$ cat config.mk
export PLATFORM = sky130hd
export DESIGN_NAME = branch_predict_ctrl
export DESIGN_NICKNAME = d
export VERILOG_FILES = /design/src/rtl/branch_predict_ctrl.sv
export SDC_FILE = /design/constraint.sdc
export NUM_CORES = 1
export LEC_CHECK = 0
export ABC_AREA = 1
export CAP_MARGIN = 5
export CORE_MARGIN = 2
export CORE_UTILIZATION = 40
export DETAILED_ROUTE_END_ITERATION = 8
export PLACE_DENSITY = 0.7
export SETUP_SLACK_MARGIN = 0.02
export SYNTH_ARGS = -nofsm -noshare
export SYNTH_HDL_FRONTEND = slang
export SYNTH_SLANG_ARGS = --single-unit
$ cat constraint.sdc
create_clock -name clk -period 2.66 [get_ports clk]
set_clock_uncertainty 0.05 [all_clocks]
set_input_delay 0.399 -clock clk [delete_from_list [all_inputs] [get_ports clk]]
set_output_delay 0.399 -clock clk [all_outputs]
set_load 0.02 [all_outputs]
$ cat src/rtl/branch_predict_ctrl.sv
// branch_predict_ctrl: 2-bit saturating-counter branch predictor plus branch
// resolution with one-cycle PC redirect and a fixed-length front-end flush.
module branch_predict_ctrl #(
  parameter int IDX_BITS     = 4,
  parameter int FLUSH_CYCLES = 2
) (
  input  logic        clk,
  input  logic        rst_n,
  input  logic        fetch_valid,
  input  logic [31:0] fetch_pc,
  output logic        predict_taken,
  input  logic        ex_valid,
  input  logic        ex_is_branch,
  input  logic [31:0] ex_pc,
  input  logic [31:0] ex_target,
  input  logic        ex_pred_taken,
  input  logic        should_branch,
  output logic        redirect_valid,
  output logic [31:0] redirect_pc,
  output logic        flush,
  output logic [15:0] branch_count,
  output logic [15:0] mispredict_count
);
  localparam int N = 1 << IDX_BITS;
  typedef enum logic {IDLE, FLUSH} state_e;
  state_e              state_q, state_d;
  logic [1:0]          bht_q [N];
  logic [1:0]          upd_d;
  logic [2:0]          flush_cnt_q, flush_cnt_d;
  logic                redirect_valid_q, redirect_valid_d;
  logic [31:0]         redirect_pc_q, redirect_pc_d;
  logic [15:0]         branch_count_q, branch_count_d;
  logic [15:0]         mispredict_count_q, mispredict_count_d;
  logic [IDX_BITS-1:0] fetch_idx, ex_idx;
  logic                resolve, mispredict;
  logic                unused_bits;
  assign fetch_idx        = fetch_pc[IDX_BITS+1:2];
  assign ex_idx           = ex_pc[IDX_BITS+1:2];
  assign unused_bits      = ^{fetch_pc[31:IDX_BITS+2], fetch_pc[1:0]};
  // Lookup reads the registered table, so a same-cycle update is not visible yet
  assign predict_taken    = fetch_valid & bht_q[fetch_idx][1];
  assign resolve          = (state_q == IDLE) && ex_valid && ex_is_branch;
  assign mispredict       = resolve && (should_branch != ex_pred_taken);
  assign redirect_valid   = redirect_valid_q;
  assign redirect_pc      = redirect_pc_q;
  assign flush            = state_q == FLUSH;
  assign branch_count     = branch_count_q;
  assign mispredict_count = mispredict_count_q;
  always_comb begin
    upd_d              = should_branch ? (bht_q[ex_idx] == 2'd3 ? 2'd3 : bht_q[ex_idx] + 2'd1)
                                       : (bht_q[ex_idx] == 2'd0 ? 2'd0 : bht_q[ex_idx] - 2'd1);
    branch_count_d     = branch_count_q + {15'd0, resolve && branch_count_q != 16'hFFFF};
    mispredict_count_d = mispredict_count_q + {15'd0, mispredict && mispredict_count_q != 16'hFFFF};
    state_d            = state_q;
    flush_cnt_d        = flush_cnt_q;
    redirect_valid_d   = 1'b0;
    redirect_pc_d      = redirect_pc_q;
    if (state_q == FLUSH) begin
      flush_cnt_d = flush_cnt_q == 3'd0 ? 3'd0 : flush_cnt_q - 3'd1;
      state_d     = flush_cnt_q == 3'd0 ? IDLE : FLUSH;
    end else if (mispredict) begin
      state_d          = FLUSH;
      flush_cnt_d      = 3'(FLUSH_CYCLES - 1);
      redirect_valid_d = 1'b1;
      redirect_pc_d    = should_branch ? ex_target : ex_pc + 32'd4;
    end
  end
  always_ff @(posedge clk) begin
    if (!rst_n) begin
      for (int i = 0; i < N; i++) bht_q[i] <= 2'b01;
      state_q            <= IDLE;
      flush_cnt_q        <= 3'd0;
      redirect_valid_q   <= 1'b0;
      redirect_pc_q      <= 32'd0;
      branch_count_q     <= 16'd0;
      mispredict_count_q <= 16'd0;
    end else begin
      if (resolve) bht_q[ex_idx] <= upd_d;
      state_q            <= state_d;
      flush_cnt_q        <= flush_cnt_d;
      redirect_valid_q   <= redirect_valid_d;
      redirect_pc_q      <= redirect_pc_d;
      branch_count_q     <= branch_count_d;
      mispredict_count_q <= mispredict_count_d;
    end
  end
endmodule

Yosys cells after proc, flatten, opt, wreduce, memory -nomap -nowiden
Memories as Yosys holds them, arrays and structs flattened.
Index checks and enable logic that the tools add are counted.

operators by class
  $add $sub $neg = 6
  eq/ne operators = 4
  mux-type cells = 17
  bitwise gates (word level) = 3
  reduce and logical (&&, ||, !) cells = 11

operators by type and width
  operator               number
  $add 16x1->16          2
  $add 32x3->32 const B  1
  $mux 32                1
  $ne 16x16->1 const B   2
  $mux 3                 3
  $mux 1                 8
  $mux 2                 4
  $logic_and 1x1->1      5
  $mux 4                 1
  $reduce_or 2->1        2
  $logic_not 3->1        1
  $sub 3x1->3 const B    1
  $add 2x1->2 const B    1
  $eq 2x2->1 const B     1
  $logic_not 2->1        1
  $not 1->1              2
  $reduce_and 2->1       1
  $reduce_bool 2->1      1
  $sub 2x1->2 const B    1
  $and 1x1->1            1
  $ne 1x1->1             1

word-level totals
  register bits = 69
  RAM bits = 32
  input bits = 103
  output and inout bits = 67
  word-level logic and storage cells = 48
  memories kept = 1

memory list
  name   depth  bits a word  rd ports  clocked after memory_dff  write ports  line  RTL
  bht_q  16     2            2         0                         16           27    logic [1:0] bht_q [N];

Logic depth before layout (Yosys ltp)
Gate-level depths: netlist (run 1).

  depth in word-level cells = 8
  gate-level depth with buffers = 16
  gate-level depth less buffers = 16

Worst setup path after synthesis (run 1)
OpenSTA, ideal clock, no wires.

  kind = flip-flop to flip-flop
  from = register state_q, in the netlist flush
  to = register mispredict_count_q[14], in the netlist mispredict_count[14]
  data arrival time = 2.227 ns
  data required time = 2.530 ns
  slack = 0.303 ns
  cell stages (with the launch flop) = 16
  path through = dfxtp_1 inv_1 nand3_1 inv_1 nand2_1 clkbuf_1 nor2_1 ha_1 ha_1 inv_1 nor2_1 nand2_1 nor2_1 nand2_1 o21ai_0 nor3b_1

on the way
  longest elaborated chain between the ends = 6

ends and longest elaborated chain
  what                             line  RTL
  start: declaration               26    state_e state_q, state_d;
  start signal: assignment         79    state_q <= state_d;
  $not 1->1 (no line)              n/a
  $logic_and 1x1->1 (2 in series)  42    assign resolve = (state_q == IDLE) && ex_valid && ex_is_branch;
  $logic_and 1x1->1                43    assign mispredict = resolve && (should_branch != ex_pred_taken);
  $logic_and 1x1->1                53    mispredict_count_d = mispredict_count_q + {15'd0, mispredict && mispredict_count_q != 16'hFFFF};
  $add 16x1->16                    53
  end signal: assignment           84    mispredict_count_q <= mispredict_count_d;
  end: declaration                 33    logic [15:0] mispredict_count_q, mispredict_count_d;

Every way passes these cells.
A chain may end at the register's enable or synchronous reset.

Final worst setup path (run 1)
  from = register mispredict_count_q[7], in the netlist mispredict_count[7]
  to = register mispredict_count_q[8], in the netlist mispredict_count[8]

on the way
  longest elaborated chain between the ends = 3

ends and longest elaborated chain
  what               line
  $ne 16x16->1       53
  $logic_and 1x1->1  53
  $add 16x1->16 *    53

Mark *: on every way between the ends. The rest lies on a longest branch, timed or not.

==> results by group, run 1 <==
Outcome
  • Status: complete, no violations

Worst setup path
  • Data arrival time of the critical path: 2.61 ns
  • Crit path launch type: register
  • Slowest-stage cell, CP: dfxtp_1
  • Worst Path Max Fanout: 4
  • RR Startpoint: mispredict_count[7]
  • R2R Path End: mispredict_count[8]
  • Worst path max stage delay: 0.41 ns
  • Critical-path cell list: nand2_1 > inv_1 > nand3_1 > inv_1 > nand4_1 > nor4_2 > nor2_1 > ha_1 > ha_1 > inv_1 > nor2_1 > nand2_1 > buf_4 > inv_1 > buf_4 > a31oi_1 > nor2_1
  • Reg2Reg Depth: 17
  • Crit path top cell by count: inv_1
  • Required @ worst endpoint: 2.85 ns
  • WS Path Type: reg -> reg
  • CP Capture Type: register
  • Reg2Reg Setup Slack: 0.25 ns

CTS
  • Root buffer cell: clkbuf_16
  • CTS H-tree lvls: 3
  • CTS tree: done
  • CTS Buffer Depth: 2
  • Clock latency on the worst-skew pair: 0.35 ns
  • Post CTS Setup Buffer Count: 0
  • CTS Sinks: 101
  • CTS clk-pin slew, worst paths: 0.07 ns
  • TritonCTS buffer count: 9

GRT
  • Largest net degree at the start of global routing: 59
  • Initial antenna violation count: 0
  • First-pass GRT wire length: 27800 um
  • Vias in the first global route: 5651
  • GRT Util Overall: 22.0%
  • GRT overflow: 0

Drt
  • DRT Wirelength: 17400 um
  • Remaining DRCs: 0
  • WL/cell: 14.6 um
  • Post-route ant nets: 0
  • Via-to-Cell Ratio: 5.04
  • DR vias: 5999
  • Initial DRC count: 348
  • Drt pass-1 iters: 5

Cells and area
  • Final #Nets: 1115
  • Inserted Diodes: 0
  • Fillers: 1442
  • Multi-input gate area: 3010 um2
  • Sequential cell area: 2340 um2
  • Commonest non-fill, non-tap cell in the layout: nand2_1
  • Layout area overhead: 33.4%
  • Layout cells sized above 1: 6.86%
  • Most frequent cells in the layout: 210 x nand2_1, 139 x clkdlybuf4s50_1, 133 x nor2_1

Timing
  • Final worst path period share: 90.7%
  • RSZ-0062 raised after global routing: no
  • Max-slew headroom: 58.8%
  • Slew Limit Fails: 0
  • Setup TNS: 0 ns
  • Final Hold Viols: 0
  • Min Clock Period, post-route: 2.41 ns
  • Setup Viol. Count Final: 0
  • Worst Tran Pin Value: 0.618 ns
  • Final hold slack: 0.416 ns
  • Max Fclk: 415 MHz

Synth
  • Post-synthesis net count: 969
  • Syn avg cell area: 6.88 um2
  • Largest cells by area after synthesis: dfxtp_1 23%, edfxtp_1 16%, nand2_1 13%
  • Synth area leader: dfxtp_1
  • Synth unique cells: 40
  • Post-synthesis register bit count: 101
  • Sequential share of the synthesized area: 39.8%
  • Synth top area share: 23.5%
  • Ys Warns: 0
  • Mapped Area: 5880 um2
  • Post-synthesis cell count: 855

Min path
  • Worst hold path depth: 2
  • Hold_sp: redirect_pc[24]
  • Worst Hold Class: reg -> reg
  • Worst hold endpoint: redirect_pc[24]

Power
  • VDD IR max: 0.363 mV
  • Lkg Pwr: 3.10 nW
  • Pwr dens: 459 nW/um2
  • Overall power: 3.60 mW

Floorplan
  • DIE WIDTH: 125 um
  • IO Count: 170
  • Initial core utilization: 40.8%
  • Die Y-Extent: 125 um
  • DIE AREA: 15700 um2
  • CORE AREA: 14400 um2
  • Std cell rows: 44

Placement
  • PortBufs: 141
  • RD Place Congestion: 1.00
  • Post-DP HPWL: 12900 um

Job
  • Max-capacitance violation count: 0
==> registers in the layout, summed over array words and instances (netlist names) <==
name and count:
mispredict_count 16, redirect_valid 1, redirect_pc 32, bht_q 32, flush 1, branch_count 16, flush_cnt_q 3
==> power breakdown <==
group / switching (mW) / internal, mW / total [mW] / leakage [nW]
registers: 0.0257 / 1.63 / 1.66 / 0.845
clock network: 0.615 / 0.730 / 1.35 / 0.146
logic: 0.338 / 0.256 / 0.594 / 2.10
total: 0.978 / 2.62 / 3.60 / 3.10
==> critical path, delay by kind of cell (launching register included) <==
family	cells	cell delay (ns)
buf+inv	6	0.56
simple gates	8	0.76
compound gates	1	0.16
flops	1	0.41
fa+ha+maj	2	0.39
==> how the worst max path moves through the flow <==
stage	endpoint	cells after the start	start
2_1_floorplan	mispredict_count[14]	15	flush
3_3_place_gp	mispredict_count[14]	13	should_branch
3_5_place_dp	mispredict_count[14]	13	should_branch
4_1_cts	mispredict_count[8]	17	mispredict_count[7]
5_1_grt	mispredict_count[14]	13	should_branch
6_report	mispredict_count[8]	17	mispredict_count[7]
==> synth_stat cells (all sizes together) <==
library cell	instances
a21boi	1
a21oi	73
a31oi	8
and3	1
buf	13
clkbuf	16
dfxtp	69
edfxtp	32
ha	11
inv	98
nand2	214
nand3	51
nand3b	11
nand4	11
nor2	147
nor3	7
nor3b	1
nor4	2
o211ai	4
o21a	1
o21ai	64
o21bai	3
or2	1
xnor2	9
xor2	7
==> layer usage <==
layer / vias to the layer above / routed length [um] / global-route usage [%]
met3: 23 / 1370 / 6.12
met4: 0 / 296 / 6.34
li1: 3070 / - / -
met5: - / 0 / 0
met2: 197 / 8360 / 37.4
met1: 2709 / 7380 / 27.4
==> cell type report <==
cell class	count	share of cell area, %
Multi-Input combinational cell	627	38.3
Sequential cell	101	29.9
Timing Repair Buffer	164	20.3
Inverter	98	4.72
Clock buffer	12	3.41
Tap cell	184	2.94
Clock inverter	4	0.463
==> cell families after synthesis <==
group | Yosys count | share of synthesized area, %
flip-flops | 101 | 39.8
XOR/XNOR | 16 | 2.38
AND/OR/NAND/NOR | 446 | 32.4
adder cells (fa/ha/maj) | 11 | 2.34
AO/OA/AOI/OAI | 154 | 13.8
buffers and inverters | 127 | 9.17
==> what timing repair did <==
action                     in CTS  in global routing
gates resized for setup         1                  1
setup endpoints to repair       1                  3
cloned                          0                  0
hold buffers                    0                  0
==> stage by stage <==
step | area (um2) | setup WS (ns) | cells | utilization [%]
finish | 7840 | 0.248 | 1190 | 54.4
global route | 7840 | 0.0520 | 1190 | 54.4
CTS | 7840 | 0.240 | 1190 | 54.3
detailed placement | 7530 | -0.0165 | 1174 | 52.2
global placement | 7530 | 0.0203 | 1174 | 52.2
floorplan | 5880 | 0.303 | 855 | -
(Power assumes the default switching activity.)
==> run 2: changes to the inputs <==
CORE_UTILIZATION = 48   (was 40)
CTS_CLUSTER_SIZE = 28   (was default)
PLACE_DENSITY = 0.82   (was 0.7)
==> results by group, run 2 (synthesized netlist as in run 1, its figures left out) <==
Worst setup path
  • Buf+Inv Stages, Crit Path: 3
  • RR Startpoint: mispredict_count[7]
  • Worst Path Max Fanout: 5
  • R2R Path End: mispredict_count[14]
  • Slowest-stage cell, CP: clkdlybuf4s50_1
  • Required @ worst endpoint: 2.21 ns
  • Worst path max stage delay: 0.56 ns
  • Data arrival time of the critical path: 1.96 ns
  • Critical-path cell list: clkdlybuf4s50_1 > inv_1 > a21oi_1 > o21ai_0 > nand3_1 > o211ai_1 > a21boi_0 > dlygate4sd2_1
  • WS Path Type: in -> out
  • Crit path max-delay family: buffers and inverters
  • CP Capture Type: output pin
  • Reg2Reg Setup Slack: 0.27 ns
  • Crit path launch type: input port
  • Reg2Reg Depth: 16

GRT
  • GRT overflow: 0
  • Vias in the first global route: 5901
  • GRT Util Overall: 26.1%
  • Largest net degree at the start of global routing: 59
  • Initial antenna violation count: 0
  • First-pass GRT wire length: 27400 um

Timing
  • Setup ws final: 0.251 ns
  • Final worst path period share: 90.6%
  • Worst Tran Pin Value: 0.588 ns
  • Setup Viol. Count Final: 0
  • Max Fclk: 415 MHz
  • Max-slew headroom: 60.8%
  • Min Clock Period, post-route: 2.41 ns
  • Slew Limit Fails: 0
  • RSZ-0062 raised after global routing: no
  • Final Hold Viols: 0

Floorplan
  • Initial core utilization: 49.2%
  • CORE AREA: 12000 um2
  • DIE WIDTH: 115 um
  • DIE AREA: 13200 um2
  • Std cell rows: 40
  • IO Count: 170
  • Die Y-Extent: 115 um

Drt
  • Post-route ant nets: 0
  • Drt pass-1 iters: 5
  • Initial DRC count: 354
  • Remaining DRCs: 0
  • Via-to-Cell Ratio: 5.23
  • DR vias: 6010
  • WL/cell: 14.4 um
  • DRT Wirelength: 16600 um

CTS
  • Root buffer cell: clkbuf_16
  • Clock latency on the worst-skew pair: 0.34 ns
  • TritonCTS buffer count: 9
  • Hold Buf Count CTS: 0
  • CTS Sinks: 101
  • Post CTS Setup Buffer Count: 0
  • CTS Buffer Depth: 2
  • CTS clk-pin slew, worst paths: 0.07 ns
  • CTS tree: done
  • CTS H-tree lvls: 3

Cells and area
  • Layout area overhead: 32.2%
  • Layout cells sized above 1: 6.68%
  • Post-route cell area: 7780 um2
  • Fillers: 1053
  • Final #Nets: 1112
  • Most frequent cells in the layout: 210 x nand2_1, 139 x clkdlybuf4s50_1, 133 x nor2_1
  • Layout Cells excl Fill: 1150
  • Inserted Diodes: 0
  • Commonest non-fill, non-tap cell in the layout: nand2_1

Min path
  • Worst Hold Class: reg -> reg
  • Worst hold path depth: 2
  • Worst hold endpoint: redirect_pc[26]
  • Hold_sp: redirect_pc[26]

Placement
  • Inst Count DP: 1134
  • Worst slack, placed: -0.0495 ns
  • PortBufs: 141
  • RD Place Congestion: 0.946
  • Post-DP HPWL: 12500 um
  • Area after DPL: 7470 um2

Job
  • Max-capacitance violation count: 0

Outcome
  • Status: complete, no violations

Power
  • Lkg Pwr: 3.08 nW
  • Overall power: 3.58 mW
  • VDD IR max: 0.245 mV
  • Pwr dens: 460 nW/um2
[run 2: changes by cell type in the layout (fill, tap and decap cells not counted)]
cell and change:
buf_4 -3, clkinv_4 -1, inv_6 +2, inv_8 -1
nor3b_1 -1, nor3b_2 +1, nor4_1 +1, nor4_2 -1
xor2_1 -1, xor2_2 +1
[run 2: layout make-up]
class,instances,area (um2),area share (%)
tap,147,184,2.36
inverter,98,370,4.76
multi-input combinational,627,3010,38.7
timing repair buffer,161,1570,20.2
sequential,101,2340,30.1
clock inverter,4,33.8,0.434
clock buffer,12,268,3.44
[run 2: worst max path at each step]
| stage | startpoint | to | slack [ns] | cells past startpoint |
|---|---|---|---|---|
| after floorplan | flush | mispredict_count[14] | 0.30 | 15 |
| after global placement | fetch_pc[3] | predict_taken | 0.005 | 8 |
| final | fetch_pc[3] | predict_taken | 0.25 | 8 |
| after detailed placement | fetch_pc[3] | predict_taken | -0.05 | 8 |
| after CTS | fetch_pc[3] | predict_taken | 0.23 | 8 |
| after global routing | should_branch | mispredict_count[9] | 0.02 | 13 |
[run 2: per-stage QoR]
step / hold slack (ns) / utilization (%) / setup TNS (ns)
floorplan: 0.400 / - / 0
global placement: 0.403 / 62.4 / 0
detailed placement: 0.404 / 62.4 / -0.0812
CTS: 0.416 / 64.9 / 0
global route: 0.436 / 65.0 / 0
finish: 0.418 / 65.0 / 0
[run 2: where the power goes]
group	internal, mW	leakage [nW]	switching [mW]
Sequential	1.63	0.845	0.0254
Clock	0.729	0.145	0.601
Combinational	0.259	2.09	0.333
[run 2: per-layer routing]
metal	share of wire, %	up-vias	GRT usage, %
li1	-	3049	-
met1	42	2709	32.4
met2	48	212	44.4
met3	6.9	40	5.93
met4	2.9	0	9.88
met5	0	-	0
[run 2: repair_timing]
action                                  CTS  global route
endpoints found under the setup margin    1             2
pin swaps                                 0             1
gates resized for setup                   1             2
[run 2: worst register-to-register path, stage by stage, from the launching register on]
cell	delay [ns]
dfxtp_1	0.39
nand2_1	0.10
inv_1	0.09
nand3_1	0.09
inv_1	0.12
nand4_1	0.08
nor4_1	0.27
nor2_1	0.08
ha_1	0.21
ha_1	0.20
inv_1	0.05
nor2_1	0.05
nand2_1	0.09
nor2_1	0.06
nand2_1	0.11
o21ai_0	0.09
nor3b_2	0.15
==> run 3: changes to the inputs <==
CORE_MARGIN = 4   (was 2)
==> results by group, run 3 (synthesized netlist as in run 1, its figures left out) <==
Worst setup path
  • Required @ worst endpoint: 2.89 ns
  • Crit path top cell by count: nand2_1
  • Slowest-stage cell, CP: dfxtp_1
  • WS Path Type: reg -> reg
  • CP Capture Type: register
  • Crit path launch type: register
  • Critical-path cell list: nand2_1 > inv_1 > nand3_1 > inv_1 > nand4_1 > nor4_1 > nor2_1 > ha_1 > and3_1 > nand2_1 > nor2_1 > buf_4 > nand2_1 > inv_1 > nand2_1 > o21ai_0 > a21oi_1
  • Data arrival time of the critical path: 2.59 ns
  • Worst Path Max Fanout: 4
  • Worst path max stage delay: 0.40 ns

Placement
  • Worst slack, placed: -0.0111 ns
  • RD Place Congestion: 0.940
  • PortBufs: 141
  • Post-DP HPWL: 12400 um

Power
  • Seq pwr share: 46.0%
  • Pwr dens: 463 nW/um2
  • Sw frac: 27.0%
  • Net Switching: 0.972 mW
  • Pint: 2.63 mW
  • Clk network pwr share: 37.7%
  • Logic pwr share: 16.3%
  • VDD IR max: 0.283 mV
  • Overall power: 3.60 mW
  • Lkg Pwr: 3.09 nW

Cells and area
  • Commonest non-fill, non-tap cell in the layout: nand2_1
  • Final #Nets: 1113
  • Fillers: 1053
  • Layout cells sized above 1: 6.67%
  • Layout area overhead: 32.2%
  • Inserted Diodes: 0
  • Most frequent cells in the layout: 210 x nand2_1, 139 x clkdlybuf4s50_1, 133 x nor2_1

GRT
  • GRT overflow: 0
  • Largest net degree at the start of global routing: 59
  • Vias in the first global route: 5837
  • Initial antenna violation count: 0
  • GRT Util Overall: 23.9%
  • First-pass GRT wire length: 27500 um

CTS
  • CTS tree: done
  • Clock latency on the worst-skew pair: 0.35 ns
  • Hold Buf Count CTS: 0
  • TritonCTS buffer count: 9
  • CTS H-tree lvls: 3
  • Root buffer cell: clkbuf_16
  • CTS clk-pin slew, worst paths: 0.08 ns
  • CTS Buffer Depth: 2
  • CTS Sinks: 101

Floorplan
  • IO Count: 170
  • DIE AREA: 14100 um2
  • DIE WIDTH: 119 um
  • Std cell rows: 40
  • CORE AREA: 12000 um2
  • Initial core utilization: 49.0%
  • Die Y-Extent: 119 um

Job
  • Max-capacitance violation count: 0

Timing
  • Worst Tran Pin Value: 0.597 ns
  • Final Hold Viols: 0
  • RSZ-0062 raised after global routing: no
  • Setup Viol. Count Final: 0
  • Max Fclk: 424 MHz
  • Slew Limit Fails: 0
  • Final worst path period share: 88.8%
  • Max-slew headroom: 60.2%
  • Min Clock Period, post-route: 2.36 ns
  • Setup ws final: 0.299 ns

Drt
  • Via-to-Cell Ratio: 5.23
  • Remaining DRCs: 0
  • Drt pass-1 iters: 7
  • Initial DRC count: 456
  • WL/cell: 14.4 um
  • DRT Wirelength: 16600 um
  • DR vias: 6022
  • Post-route ant nets: 0

Outcome
  • Status: complete, no violations

Min path
  • Worst Hold Class: reg -> reg
run 3: layer usage:
metal / up-vias / wire, um / track usage, %
met5: - / 0 / 0
met4: 0 / 499 / 10.6
met3: 42 / 1210 / 5.60
met2: 229 / 7990 / 40.9
met1: 2677 / 6900 / 28.5
li1: 3074 / - / -
run 3: critical path: cells and delay by family, from the launching register on:
kind                       cells  cell delay (ns)
and+or+nand+nor               10             1.02
DFF                            1             0.40
buffers and inverters          4             0.40
AOI/OAI and AO/OA              2             0.22
adders and majority gates      1             0.20
run 3: final cells by class:
type | count | area [um2] | share of cell area, %
Clock buffer | 9 | 225 | 2.90
Tap cell | 147 | 184 | 2.37
Clock inverter | 7 | 78.8 | 1.01
Timing Repair Buffer | 162 | 1580 | 20.3
Sequential cell | 101 | 2340 | 30.1
Multi-Input combinational cell | 627 | 3000 | 38.6
Inverter | 98 | 370 | 4.76
run 3: worst paths after layout:
kind | cells past startpoint | to | slack, ns | from
max | 17 | mispredict_count[9] | 0.30 | mispredict_count[7]
min | 2 | redirect_pc[25] | 0.42 | redirect_pc[25]
max reg2reg | 17 | mispredict_count[9] | 0.30 | mispredict_count[7]
min reg2reg | 2 | redirect_pc[25] | 0.42 | redirect_pc[25]
run 3: repair_timing:
item / 4_1_cts / 5_1_grt
endpoints found under the setup margin: 1 / 0
setup buffers: 0 / 0
gates resized for setup: 1 / 0
run 3: through the flow:
stage	instance area (um2)	instances	utilization (%)	setup TNS (ns)	hold slack [ns]
after global placement	7470	1135	62.2	0	0.403
after CTS	7780	1151	64.7	0	0.416
after detailed placement	7470	1135	62.2	-0.0111	0.404
after floorplan	5880	855	-	0	0.400
after global routing	7780	1151	64.7	0	0.434
final	7780	1151	64.7	0	0.417
run 3: power groups by stage:
stage          clock (mW)  combinational [mW]  sequential, mW
2_1_floorplan           0               0.281            1.73
3_3_place_gp            0               0.583            1.69
3_5_place_dp            0               0.588            1.69
4_1_cts              1.39               0.590            1.66
5_1_grt              1.45               0.645            1.66
6_report             1.36               0.588            1.66
